--- src/rtl/credit_pkg.sv ---
// rtl/credit_pkg.sv - shared types and sizing helpers for the credit receive path
package credit_pkg;

   typedef enum logic [1:0] {
      IDLE = 2'd0,
      LOAD = 2'd1,
      RUN  = 2'd2
   } rx_state_e;

   // Credit width shared with the sender's credit counter.
   localparam int CRED_BW = 4;

   function automatic int occ_width(input int depth);
      return $clog2(depth + 1);
   endfunction

endpackage

--- src/rtl/credit_buf_fifo.sv ---
// rtl/credit_buf_fifo.sv - flit storage with wrap-at-DEPTH pointers and occupancy count
module credit_buf_fifo #(
   parameter int DW    = 8,
   parameter int DEPTH = 8,
   parameter int OW    = 4
) (
   input  logic          clk,
   input  logic          rst_b,
   input  logic          push,
   input  logic [DW-1:0] push_data,
   input  logic          pop,
   output logic          out_valid,
   output logic [DW-1:0] out_data,
   output logic [OW-1:0] occupancy,
   output logic          full
);

   localparam int            PW     = (DEPTH > 1) ? $clog2(DEPTH) : 1;
   localparam logic [PW-1:0] LAST   = PW'(DEPTH - 1);
   localparam logic [OW-1:0] FULL_O = OW'(DEPTH);

   logic [DW-1:0] mem [DEPTH];
   logic [PW-1:0] wr_ptr;
   logic [PW-1:0] rd_ptr;

   // Storage is not reset; out_data is only meaningful while out_valid.
   always_ff @(posedge clk) begin
      if (push) mem[wr_ptr] <= push_data;
   end

   always_ff @(posedge clk or negedge rst_b) begin
      if (!rst_b) begin
         wr_ptr    <= '0;
         rd_ptr    <= '0;
         occupancy <= '0;
      end else begin
         if (push) wr_ptr <= (wr_ptr == LAST) ? '0 : wr_ptr + 1'b1;
         if (pop)  rd_ptr <= (rd_ptr == LAST) ? '0 : rd_ptr + 1'b1;
         case ({push, pop})
            2'b10:   occupancy <= occupancy + 1'b1;
            2'b01:   occupancy <= occupancy - 1'b1;
            default: occupancy <= occupancy;
         endcase
      end
   end

   assign out_valid = (occupancy != '0);
   assign full      = (occupancy == FULL_O);
   assign out_data  = mem[rd_ptr];

endmodule

--- src/rtl/credit_rx_buf.sv ---
// rtl/credit_rx_buf.sv - credit-link receiver: link bring-up FSM, credit return and flit buffer
module credit_rx_buf
   import credit_pkg::*;
#(
   parameter int DW    = 8,
   parameter int DEPTH = 8,
   parameter int BW    = CRED_BW,
   localparam int OW   = occ_width(DEPTH)
) (
   input  logic          clk,
   input  logic          rst_b,
   input  logic          in_valid,
   input  logic [DW-1:0] in_data,
   output logic          load_first_credits,
   output logic [BW-1:0] first_credits,
   output logic          credit_ret,
   output logic          out_valid,
   output logic [DW-1:0] out_data,
   input  logic          out_ready,
   output logic [OW-1:0] occupancy,
   output logic          link_up,
   output logic          proto_err
);

   localparam logic [OW-1:0] DEPTH_O = OW'(DEPTH);

   rx_state_e     state;
   rx_state_e     state_nxt;
   logic [OW-1:0] owed;
   logic          full;
   logic          pop;
   logic          push;

   always_ff @(posedge clk or negedge rst_b) begin
      if (!rst_b) state <= IDLE;
      else        state <= state_nxt;
   end

   always_comb begin
      state_nxt = state;
      case (state)
         IDLE:    state_nxt = LOAD;
         LOAD:    state_nxt = RUN;
         RUN:     state_nxt = RUN;
         default: state_nxt = IDLE;
      endcase
   end

   always_comb begin
      load_first_credits = 1'b0;
      link_up            = 1'b0;
      credit_ret         = 1'b0;
      case (state)
         LOAD: load_first_credits = 1'b1;
         RUN: begin
            link_up    = 1'b1;
            credit_ret = (owed != '0);
         end
         default: ;
      endcase
   end

   assign first_credits = BW'(DEPTH);
   assign pop           = out_valid && out_ready;
   // A full buffer can still take a flit when the head leaves in the same cycle.
   assign push          = in_valid && link_up && (!full || pop);

   always_ff @(posedge clk or negedge rst_b) begin
      if (!rst_b) begin
         owed      <= '0;
         proto_err <= 1'b0;
      end else begin
         if (state == LOAD)           owed <= DEPTH_O;
         else if (pop && !credit_ret) owed <= owed + 1'b1;
         else if (!pop && credit_ret) owed <= owed - 1'b1;
         if (in_valid && !push) proto_err <= 1'b1;
      end
   end

   credit_buf_fifo #(
      .DW    (DW),
      .DEPTH (DEPTH),
      .OW    (OW)
   ) u_fifo (
      .clk       (clk),
      .rst_b     (rst_b),
      .push      (push),
      .push_data (in_data),
      .pop       (pop),
      .out_valid (out_valid),
      .out_data  (out_data),
      .occupancy (occupancy),
      .full      (full)
   );

endmodule
--- config.mk ---
export PLATFORM = sky130hd
export DESIGN_NAME = credit_rx_buf
export DESIGN_NICKNAME = d
export VERILOG_FILES = /design/src/rtl/credit_pkg.sv /design/src/rtl/credit_buf_fifo.sv /design/src/rtl/credit_rx_buf.sv
export SDC_FILE = /design/constraint.sdc
export NUM_CORES = 1
export LEC_CHECK = 0
export CAP_MARGIN = 20
export CORE_ASPECT_RATIO = 0.9
export CORE_MARGIN = 3
export CORE_UTILIZATION = 45
export CTS_CLUSTER_SIZE = 20
export DETAILED_ROUTE_END_ITERATION = 7
export PLACE_DENSITY_LB_ADDON = 0.15
export SKIP_CTS_REPAIR_TIMING = 1
export SLEW_MARGIN = 40
export SYNTH_ARGS = -nofsm -noshare
export SYNTH_HDL_FRONTEND = slang
export SYNTH_SLANG_ARGS = --single-unit
--- constraint.sdc ---
create_clock -name clk -period 2.75 [get_ports clk]
set_input_delay 0.55 -clock clk [delete_from_list [all_inputs] [get_ports clk]]
set_output_delay 0.55 -clock clk [all_outputs]
set_load 0.005 [all_outputs]
==> flow_metrics.tcl, run 1 <==
set metrics [dict create \
    clkTransAtPathRegs_ns 0.08 \
    layoutNonFillerInstCount 357 \
    post_drt_wl_per_cell_microns 17.1 \
    die_w_microns 99.4 \
    grtUsageTotal_pct 14.7 \
    grt_pass1_wl_microns 9960 \
    rr_startpoint "u_fifo.occupancy[1]" \
    num-nets-final 285 \
    ir_worst_vdd_mv 0.438 \
    ys_seq_elements 81 \
    drt-met1-wl_microns 3060 \
    placementRows 29 \
    timing.rr.end "u_fifo.occupancy[2]" \
    final-hold-violation-count 0 \
    cts_tree "built" \
    switching_share_pct 29.6 \
    grt_pass1_vias 1867 \
    final_cell_mix "edfxtp_1 (64), buf_4 (21), clkdlybuf4s50_1 (20)" \
    cp_max_fo 6 \
    rrSetupSlack_ns 0.25 \
    seq_power_share_pct 41.8 \
    core_area_sq_um 7330 \
    synth.distinct_cells 43 \
    fin_worst_skew_ns 0.00893 \
    antenna_found_initial 0 \
    finalSetupViolations 0 \
    status "completed" \
    antenna_cells 0 \
    crit_path_start "u_fifo.rd_ptr[0]" \
    yosys_warnings 0 \
    postSynthAreaPerCell_sq_um 17.1 \
    pwr_density_cell_nw_per_um2 978 \
    detail-route-antenna-nets 0 \
    drv_slew 0 \
    period_minus_slack_ns 2.54 \
    syn-instance-count 206 \
    avgViaCountPerCell 5.17 \
    netlist_area_sq_um 3530 \
    io_pins 33 \
    dieArea_sq_um 8950 \
    dpl.hpwl_microns 3960 \
    grt_overflow_total 0 \
    cts_sinks 81 \
    rsz0062_at_grt "false" \
    gp_congestion 0.750 \
    drc_errors 0 \
    initial_utilization_pct 48.2 \
    cap_viol_max_count 0 \
    endpoint_kind "primary output" \
    critical_path_class "flip-flop to primary output" \
    slowest_stage "mux4_2" \
    drive_gt1_share_pct 26.9 \
    wl_microns 6120 \
    worstHoldStart "proto_err" \
    hp-class "flip-flop to flip-flop" \
    port_buffers 28 \
    met3_length_microns 211 \
    arrival_ns 1.99 \
    required_ns 2.20 \
    vias 1846 \
    h-tree-depth 3 \
    dr_wl_met2_microns 2800 \
    utilization_pct 58.4 \
    grt_max_degree 20 \
    syn2layout_area_growth_pct 21.2 \
    relSlewSlack_pct 66.6 \
    top_layer "met4" \
    die_y_microns 90.0 \
    ctsRootBufferMaster "clkbuf_8" \
    ys_seq_area_share_pct 66.5 \
    cts_max_path_buffers 2 \
    cts_made_buffers 9 \
    timing_worst_slew_pin_value_ns 0.501 \
    layout_setup_ws_ns 0.211 \
    drt_iter0_markers 112 \
    critPathLaunchType "flip-flop" \
    r2r_cells 10 \
    slowest_delay_ns 0.48 \
    place_inst 338 \
    p_sw_mw 1.24 \
    drt_first_pass_iters 4 \
    fin_crit_sh_pct 92.3 \
    clockPowerShare_pct 19.1 \
    layout_commonest_cell "edfxtp_1" \
    combPwrFrac_pct 39.1 \
    pre_cts_ws_ns -0.00878 \
    clkLatencyLatePin_ns 0.34 \
    fmax_mhz 394 \
    crit_chain "clkbuf_16 -> buf_4 -> mux4_2 -> mux2_2 -> dlymetal6s2s_1" \
    crit_path_end "out_data[3]" \
    p_leak_nw 1.65 \
    power.internal_mw 2.95 \
]
-- routing by layer --
layer  vias to the layer above  global-route usage (%)
met2                        24                    20.7
met4                         0                    4.10
li1                        895                       -
met3                         5                    4.33
met1                       922                    22.2
met5                         -                       0
-- logic make-up (layout without fill, tap and decap cells) --
logic type / after synthesis / count (layout) / share of synthesized area (%)
xor+xnor: 8 / 8 / 1.98
fa+ha+maj: 13 / 13 / 4.82
mux: 30 / 30 / 14.6
compound gates: 13 / 13 / 3.44
flops: 81 / 81 / 66.5
simple gates: 41 / 41 / 5.85
buf+inv: 18 / 74 / 2.62
other cells: 2 / 4 / 0.213
-- cells in the mapped netlist --
master / instances / area (sq um)
a211o_1: 1 / 8.76
a211oi_1: 1 / 7.51
a21o_1: 1 / 7.51
a21o_2: 1 / 8.76
a21oi_1: 2 / 10.0
a41oi_1: 1 / 8.76
and3_1: 1 / 6.26
buf_1: 1 / 3.75
buf_2: 2 / 10.0
buf_4: 4 / 30.0
buf_6: 1 / 11.3
clkbuf_1: 2 / 7.51
conb_1: 2 / 7.51
dfrtp_1: 17 / 425
edfxtp_1: 64 / 1920
fa_1: 1 / 20.0
ha_1: 12 / 150
inv_1: 7 / 26.3
inv_2: 1 / 3.75
mux2_2: 12 / 135
mux2i_1: 2 / 20.0
mux4_2: 16 / 360
nand2_1: 8 / 30.0
nand2b_1: 5 / 31.3
nand3_1: 1 / 5.00
nand3b_1: 2 / 15.0
nor2_1: 13 / 48.8
nor2b_1: 1 / 6.26
nor3_1: 4 / 20.0
nor3b_1: 1 / 7.51
nor4_1: 1 / 6.26
o21ai_0: 1 / 5.00
o21bai_1: 1 / 7.51
o311a_1: 1 / 10.0
o31a_1: 1 / 8.76
o41a_1: 1 / 11.3
o41ai_4: 1 / 27.5
or2_4: 1 / 8.76
or3_1: 1 / 6.26
or3_2: 1 / 7.51
or4_1: 1 / 7.51
xnor2_1: 5 / 43.8
xor2_1: 3 / 26.3
-- worst min-delay path by stage --
stage / end / slack, ns / depth (start not counted)
after global routing: proto_err / 0.51 / 1
after detailed placement: proto_err / 0.48 / 1
after floorplan: owed[0] / 0.25 / 0
after CTS: proto_err / 0.49 / 1
after global placement: proto_err / 0.48 / 1
final: proto_err / 0.48 / 1
-- critical path, delay by kind of cell, from the launching register on --
family	cells	cell delay (ns)
mux	2	0.76
buf+inv	3	0.46
flops	1	0.43
-- registers in the layout (all words and copies together) (netlist names) --
signal / count
owed: 4
u_fifo.occupancy: 4
u_fifo.rd_ptr: 3
state: 2
u_fifo.mem: 64
proto_err: 1
u_fifo.wr_ptr: 3
-- final cells by class --
type | count | area [sq um]
clock buffer | 9 | 124
multi-input combinational | 109 | 1100
timing repair buffer | 51 | 503
tap | 93 | 116
sequential | 81 | 2350
clock inverter | 6 | 60.1
inverter | 8 | 30.0
fill | 575 | 3050
-- stage by stage --
stage	hold slack (ns)	cell area, sq um	TNS, ns	total power [mW]
global placement	0.480	4030	0	3.37
floorplan	0.254	3540	0	2.75
detailed placement	0.475	4030	-0.00878	3.39
global route	0.511	4280	0	4.47
CTS	0.493	4210	-0.0122	4.20
finish	0.484	4280	0	4.19
-- power by group through the flow --
stage          registers, mW  logic (mW)  clock network (mW)
5_1_grt                 1.78        1.81               0.879
3_5_place_dp            1.77        1.62                   0
6_report                1.75        1.64               0.801
4_1_cts                 1.74        1.63               0.831
3_3_place_gp            1.77        1.60                   0
2_1_floorplan           1.73        1.02                   0
No activity file was read; power rests on OpenSTA's default activity.
==> run 2, diff against run 1 <==
CORE_UTILIZATION = 50   (was 45)
SETUP_SLACK_MARGIN = 0.05   (was default)
==> run 2 against run 1 <==
- sequential power is essentially flat
- first-iteration DRC count shrank 42%
- fmax grew 3.4%
- flip-flop and latch count is the same
- core utilization grew 4.2 points
- clock-buffer cell count is the same
- critical path depth grew 5
- clock skew is essentially flat
- clock power shrank 11%
- via count grew 2.0%
==> flow_metrics.tcl, run 2 (same netlist as run 1, synthesis figures left out) <==
set metrics [dict create \
    die_w_microns 94.6 \
    cp_max_fo 4 \
    final_cell_mix "edfxtp_1 (64), clkdlybuf4s50_1 (19), mux4_2 (16), dfrtp_1 (16), buf_4 (16)" \
    rsz0062_at_grt "false" \
    timing_worst_slew_pin_value_ns 0.547 \
    drv_slew 0 \
    grt_overflow_total 0 \
    met1_usage_pct 23.6 \
    port_buffers 28 \
    vias 1883 \
    endpoint_kind "flip-flop" \
    p_leak_nw 1.62 \
    num-nets-final 280 \
    critical_path_class "flip-flop to flip-flop" \
    utilization_pct 62.6 \
    hp-class "input pin to async pin" \
    fmax_mhz 407 \
    critPathLaunchType "flip-flop" \
    pwr_density_cell_nw_per_um2 967 \
    arrival_ns 2.68 \
    clkTransAtPathRegs_ns 0.08 \
    drt_first_pass_iters 5 \
    top_regs "u_fifo.mem (64), owed (4), u_fifo.occupancy (4)" \
    drc_errors 0 \
    dpl.hpwl_microns 4040 \
    top_register "u_fifo.mem" \
    clkLatencyLatePin_ns 0.34 \
    io_pins 33 \
    post_drt_wl_per_cell_microns 17.6 \
    grt_pass1_vias 1900 \
    met3_usage_pct 4.74 \
    detail-route-antenna-nets 0 \
    gp_congestion 0.741 \
    fin_crit_sh_pct 89.3 \
    layoutNonFillerInstCount 350 \
    required_ns 2.97 \
    layout_commonest_cell "edfxtp_1" \
    cts_max_path_buffers 2 \
    place_inst 332 \
    finalSetupViolations 0 \
    gr-usage-met2_pct 25.9 \
    status "completed" \
    core_area_sq_um 6730 \
    gr-max-usage-layer "met2" \
    antenna_found_initial 0 \
    fin_worst_skew_ns 0.00872 \
    antenna_cells 0 \
    largest_register_ffs 64 \
    dieArea_sq_um 8110 \
    ctsRootBufferMaster "clkbuf_8" \
    cap_viol_max_count 0 \
    die_y_microns 85.7 \
    syn2layout_area_growth_pct 19.2 \
    initial_utilization_pct 52.5 \
    relSlewSlack_pct 63.5 \
    avgViaCountPerCell 5.38 \
    drive_gt1_share_pct 25.0 \
    drt_iter0_markers 65 \
    grtUsageTotal_pct 16.8 \
    wl_microns 6160 \
    placementRows 28 \
    cts_made_buffers 9 \
    grt_pass1_wl_microns 9940 \
    period_minus_slack_ns 2.46 \
    grt_max_degree 20 \
    final-hold-violation-count 0 \
    ir_worst_vdd_mv 0.486 \
    fillCellCount 520 \
    h-tree-depth 3 \
    cts_tree "built" \
    cts_sinks 81 \
]
==> run 2: stage by stage <==
| stage | hold WS (ns) | instance area [sq um] | setup TNS [ns] | setup WS, ns | total power [mW] |
|---|---|---|---|---|---|
| final | 0.115 | 4210 | 0 | 0.294 | 4.07 |
| after global placement | 0.478 | 4000 | 0 | 0.104 | 3.36 |
| after global routing | 0.130 | 4210 | 0 | 0.111 | 4.35 |
| after CTS | 0.494 | 4160 | -0.0558 | -0.0238 | 4.10 |
| after detailed placement | 0.475 | 4000 | 0 | 0.0624 | 3.38 |
| after floorplan | 0.254 | 3540 | 0 | 0.208 | 2.75 |
==> run 2: layer usage <==
| layer | share of wire (%) | wire length, microns |
|---|---|---|
| met4 | 1.1 | 68 |
| met5 | 0 | 0 |
| met3 | 4.3 | 264 |
| met1 | 47 | 2910 |
| met2 | 47 | 2910 |
==> run 2: power by group <==
part / switching, mW / internal, mW / leakage [nW]
combinational: 0.665 / 0.922 / 0.761
sequential: 0.190 / 1.58 / 0.776
clock: 0.393 / 0.316 / 0.0796
==> run 2: critical path, stage by stage (launching register included) <==
cell and delay (ns):
dfrtp_1 0.44, or3_2 0.50, o31a_1 0.30, nand2_1 0.16, ha_1 0.20, xor2_1 0.07, ha_1 0.17, a21oi_1 0.14
xor2_1 0.15, nor2_1 0.06, xor2_1 0.14
==> run 2: final cells by class <==
class	count	area, sq um	share of cell area [%]
sequential	81	2350	55.8
clock inverter	7	36.3	0.862
clock buffer	9	124	2.94
multi-input combinational	109	1100	26.1
timing repair buffer	46	460	10.9
tap	90	113	2.67
inverter	8	30.0	0.713
==> run 2: final timing paths <==
path	from	to	slack (ns)	cells past startpoint
worst max-delay path	u_fifo.occupancy[1]	u_fifo.occupancy[2]	0.29	10
worst min-delay path	rst_b	owed[2]	0.11	1
min in group clk	proto_err	proto_err	0.48	1
max in group asynchronous	rst_b	u_fifo.rd_ptr[0]	2.33	1
worst min register to register	proto_err	proto_err	0.48	1
worst max register to register	u_fifo.occupancy[1]	u_fifo.occupancy[2]	0.29	10
==> run 3, diff against run 2 <==
CTS_CLUSTER_DIAMETER = 120   (was default)
HOLD_SLACK_MARGIN = 0.08   (was default)
==> results of run 3 <==
Final layout, timing and power as in run 2 (identical DEF).
==> patch (settings of run 2) <==
Re-encode `rx_state_e` (3 states) as one-hot, 3 bits wide.
--- a/src/rtl/credit_pkg.sv
+++ b/src/rtl/credit_pkg.sv
@@ -1,10 +1,10 @@
 // rtl/credit_pkg.sv - shared types and sizing helpers for the credit receive path
 package credit_pkg;
 
-   typedef enum logic [1:0] {
-      IDLE = 2'd0,
-      LOAD = 2'd1,
-      RUN  = 2'd2
+   typedef enum logic [2:0] {
+      IDLE = 3'b001,
+      LOAD = 3'b010,
+      RUN  = 3'b100
    } rx_state_e;
 
    // Credit width shared with the sender's credit counter.
Behaviour: no difference found for any inputs over 10 cycles, from zero or initial values and one cycle with rst_b low; not proved beyond that.
==> patch against run 2 <==
Non-clock buffer count up 5. Sequential cell count up 1. Routed wire length up 12%. Power up 5.8%. Count of clock-buffer cells in the layout up 2. Setup slack worse by 0.13 ns. Area after synthesis up 1.1%. Cell area up 2.9%. Critical path depth down 7. Register-to-register slack better by 0.02 ns. Synthesized cell count down 0.49%. Largest cell class unchanged. Largest power group unchanged.
==> patch: results (changes against run 2) <==
[power]
max-vdd-ir-drop_mv=0.6201  ; +28%
leakage_nw=1.618  ; about the same

[finish]
final_cells=351  ; +0.29%
fillers=461  ; -11%
top_regs=u_fifo.mem (64), owed (4), u_fifo.occupancy (4)
layout-drive-gt1-share_pct=30.65  ; +5.7 points
layout.nets=278  ; -0.71%

[worst_setup_path]
regToRegStartpoint=state[1]$_DFF_PN0_
reg2reg_depth=9  ; -1
worstReg2RegEnd=u_fifo.occupancy[3]$_DFFE_PN0P_
crit_path_max_incr_delay_ns=0.64  ; +0.14 ns
crit_fanout=7  ; +3
cp_slowest_cell=or4_2
regToRegSetupSlack_ns=0.31  ; +0.02 ns
arrival_ns=2.04  ; -0.64 ns
crit_family=buffers and inverters

[yosys]
synthAdderAreaFrac_pct=3.717  ; -1.1 points
syn_inst=205  ; -0.49%
synthTopCellsByArea=edfxtp_1 (54%), dfrtp_1 (12%), mux4_2 (11%)
netlist-cell-type-count=44  ; +2.3%
synthMuxAreaShare_pct=13.88  ; -0.71 points
yosys.area_share.xor_xnor_pct=1.473  ; -0.51 points
synth_common_cells=edfxtp_1 (64), dfrtp_1 (17), mux4_2 (17), mux2_2 (10), ha_1 (9)
async_reset_ff_share_pct=21.95  ; +0.96 points
synth-compound-area-share_pct=4.102  ; +0.67 points
seq_area_frac_synth_pct=66.51  ; about the same

[placement]
dpl_cell_area_um2=4023  ; +0.53%
routabilityCongestion=0.7838  ; +5.7%
hpwl_mm=4.573  ; +13%
dp_cells=329  ; -0.90%
pre_cts_slack_ns=-0.1787  ; -0.2411 ns

[status]
status=finished, final reports clean

[global_routing]
grt_pass1_wl_mm=11.06  ; +11%
grt_util_all_layers_pct=18.78  ; +2.0 points
grt_pass1_vias=2059  ; +8.4%
grt_max_degree=19  ; -5.0%

[detailed_routing]
vias=1980  ; +5.2%
drt_iter0_markers=118  ; +82%
first_pass_iters=4  ; -1
drt-total-wl_mm=6.921  ; +12%

[sta]
setup_tns_ns=0  ; unchanged
fin_worst_skew_ns=0.008991  ; +0.0002714 ns
fin_worst_hold_slack_ns=0.1285  ; +0.01387 ns
worstMarginPinSlew_ns=0.6652  ; +0.1177 ns

[clock_tree]
clk_pin_slew_ns=0.08  ; about the same

==> patch: cell count changes after synthesis, moves of 3 or more <==
cell / change
ha_1: -3
inv_1: -5
nor2_1: -7
nor3_1: +3
nor3b_1: +3
xnor2_1: -3
==> patch: area by class of cell <==
class | count | area (um^2) | area share [%]
inverter | 5 | 18.77 | 0.4333
multi-input combinational | 107 | 1112 | 25.68
clock buffer | 11 | 131.4 | 3.033
timing repair buffer | 51 | 501.7 | 11.58
tap | 90 | 112.6 | 2.600
sequential | 82 | 2376 | 54.85
clock inverter | 5 | 78.83 | 1.820
==> patch: cell families after synthesis <==
group,after synthesis
AO/OA/AOI/OAI,18
XOR/XNOR,6
adder cells (fa/ha/maj),10
buffers and inverters,18
flip-flops,82
multiplexers,27
other,2
AND/OR/NAND/NOR,42
==> patch: how the worst max path moves through the flow <==
stage | startpoint | endpoint | slack (ns) | cells after the start
floorplan | state[0]$_DFF_PN1_ | u_fifo.mem[4][0]$_DFFE_PP_ | 0.14 | 6
global placement | out_ready | u_fifo.occupancy[2]$_DFFE_PN0P_ | -0.06 | 10
detailed placement | out_ready | u_fifo.occupancy[2]$_DFFE_PN0P_ | -0.18 | 10
CTS | u_fifo.rd_ptr[1]$_DFFE_PN0P_ | out_data[3] | -0.18 | 3
global route | out_ready | u_fifo.occupancy[2]$_DFFE_PN0P_ | 0.06 | 10
finish | u_fifo.occupancy[2]$_DFFE_PN0P_ | out_valid | 0.16 | 3
==> patch: power breakdown <==
group	internal (mW)	switching [mW]
clock	0.509	0.400
combinational	0.935	0.591
sequential	1.59	0.284
==> patch: routing by layer <==
layer	routed length [um]	part of all wire [%]	global-route usage (%)
met5	0	0	0
met1	3003	43	26.00
met4	81	1.2	6.553
met3	352	5.1	4.649
met2	3484	50	29.32
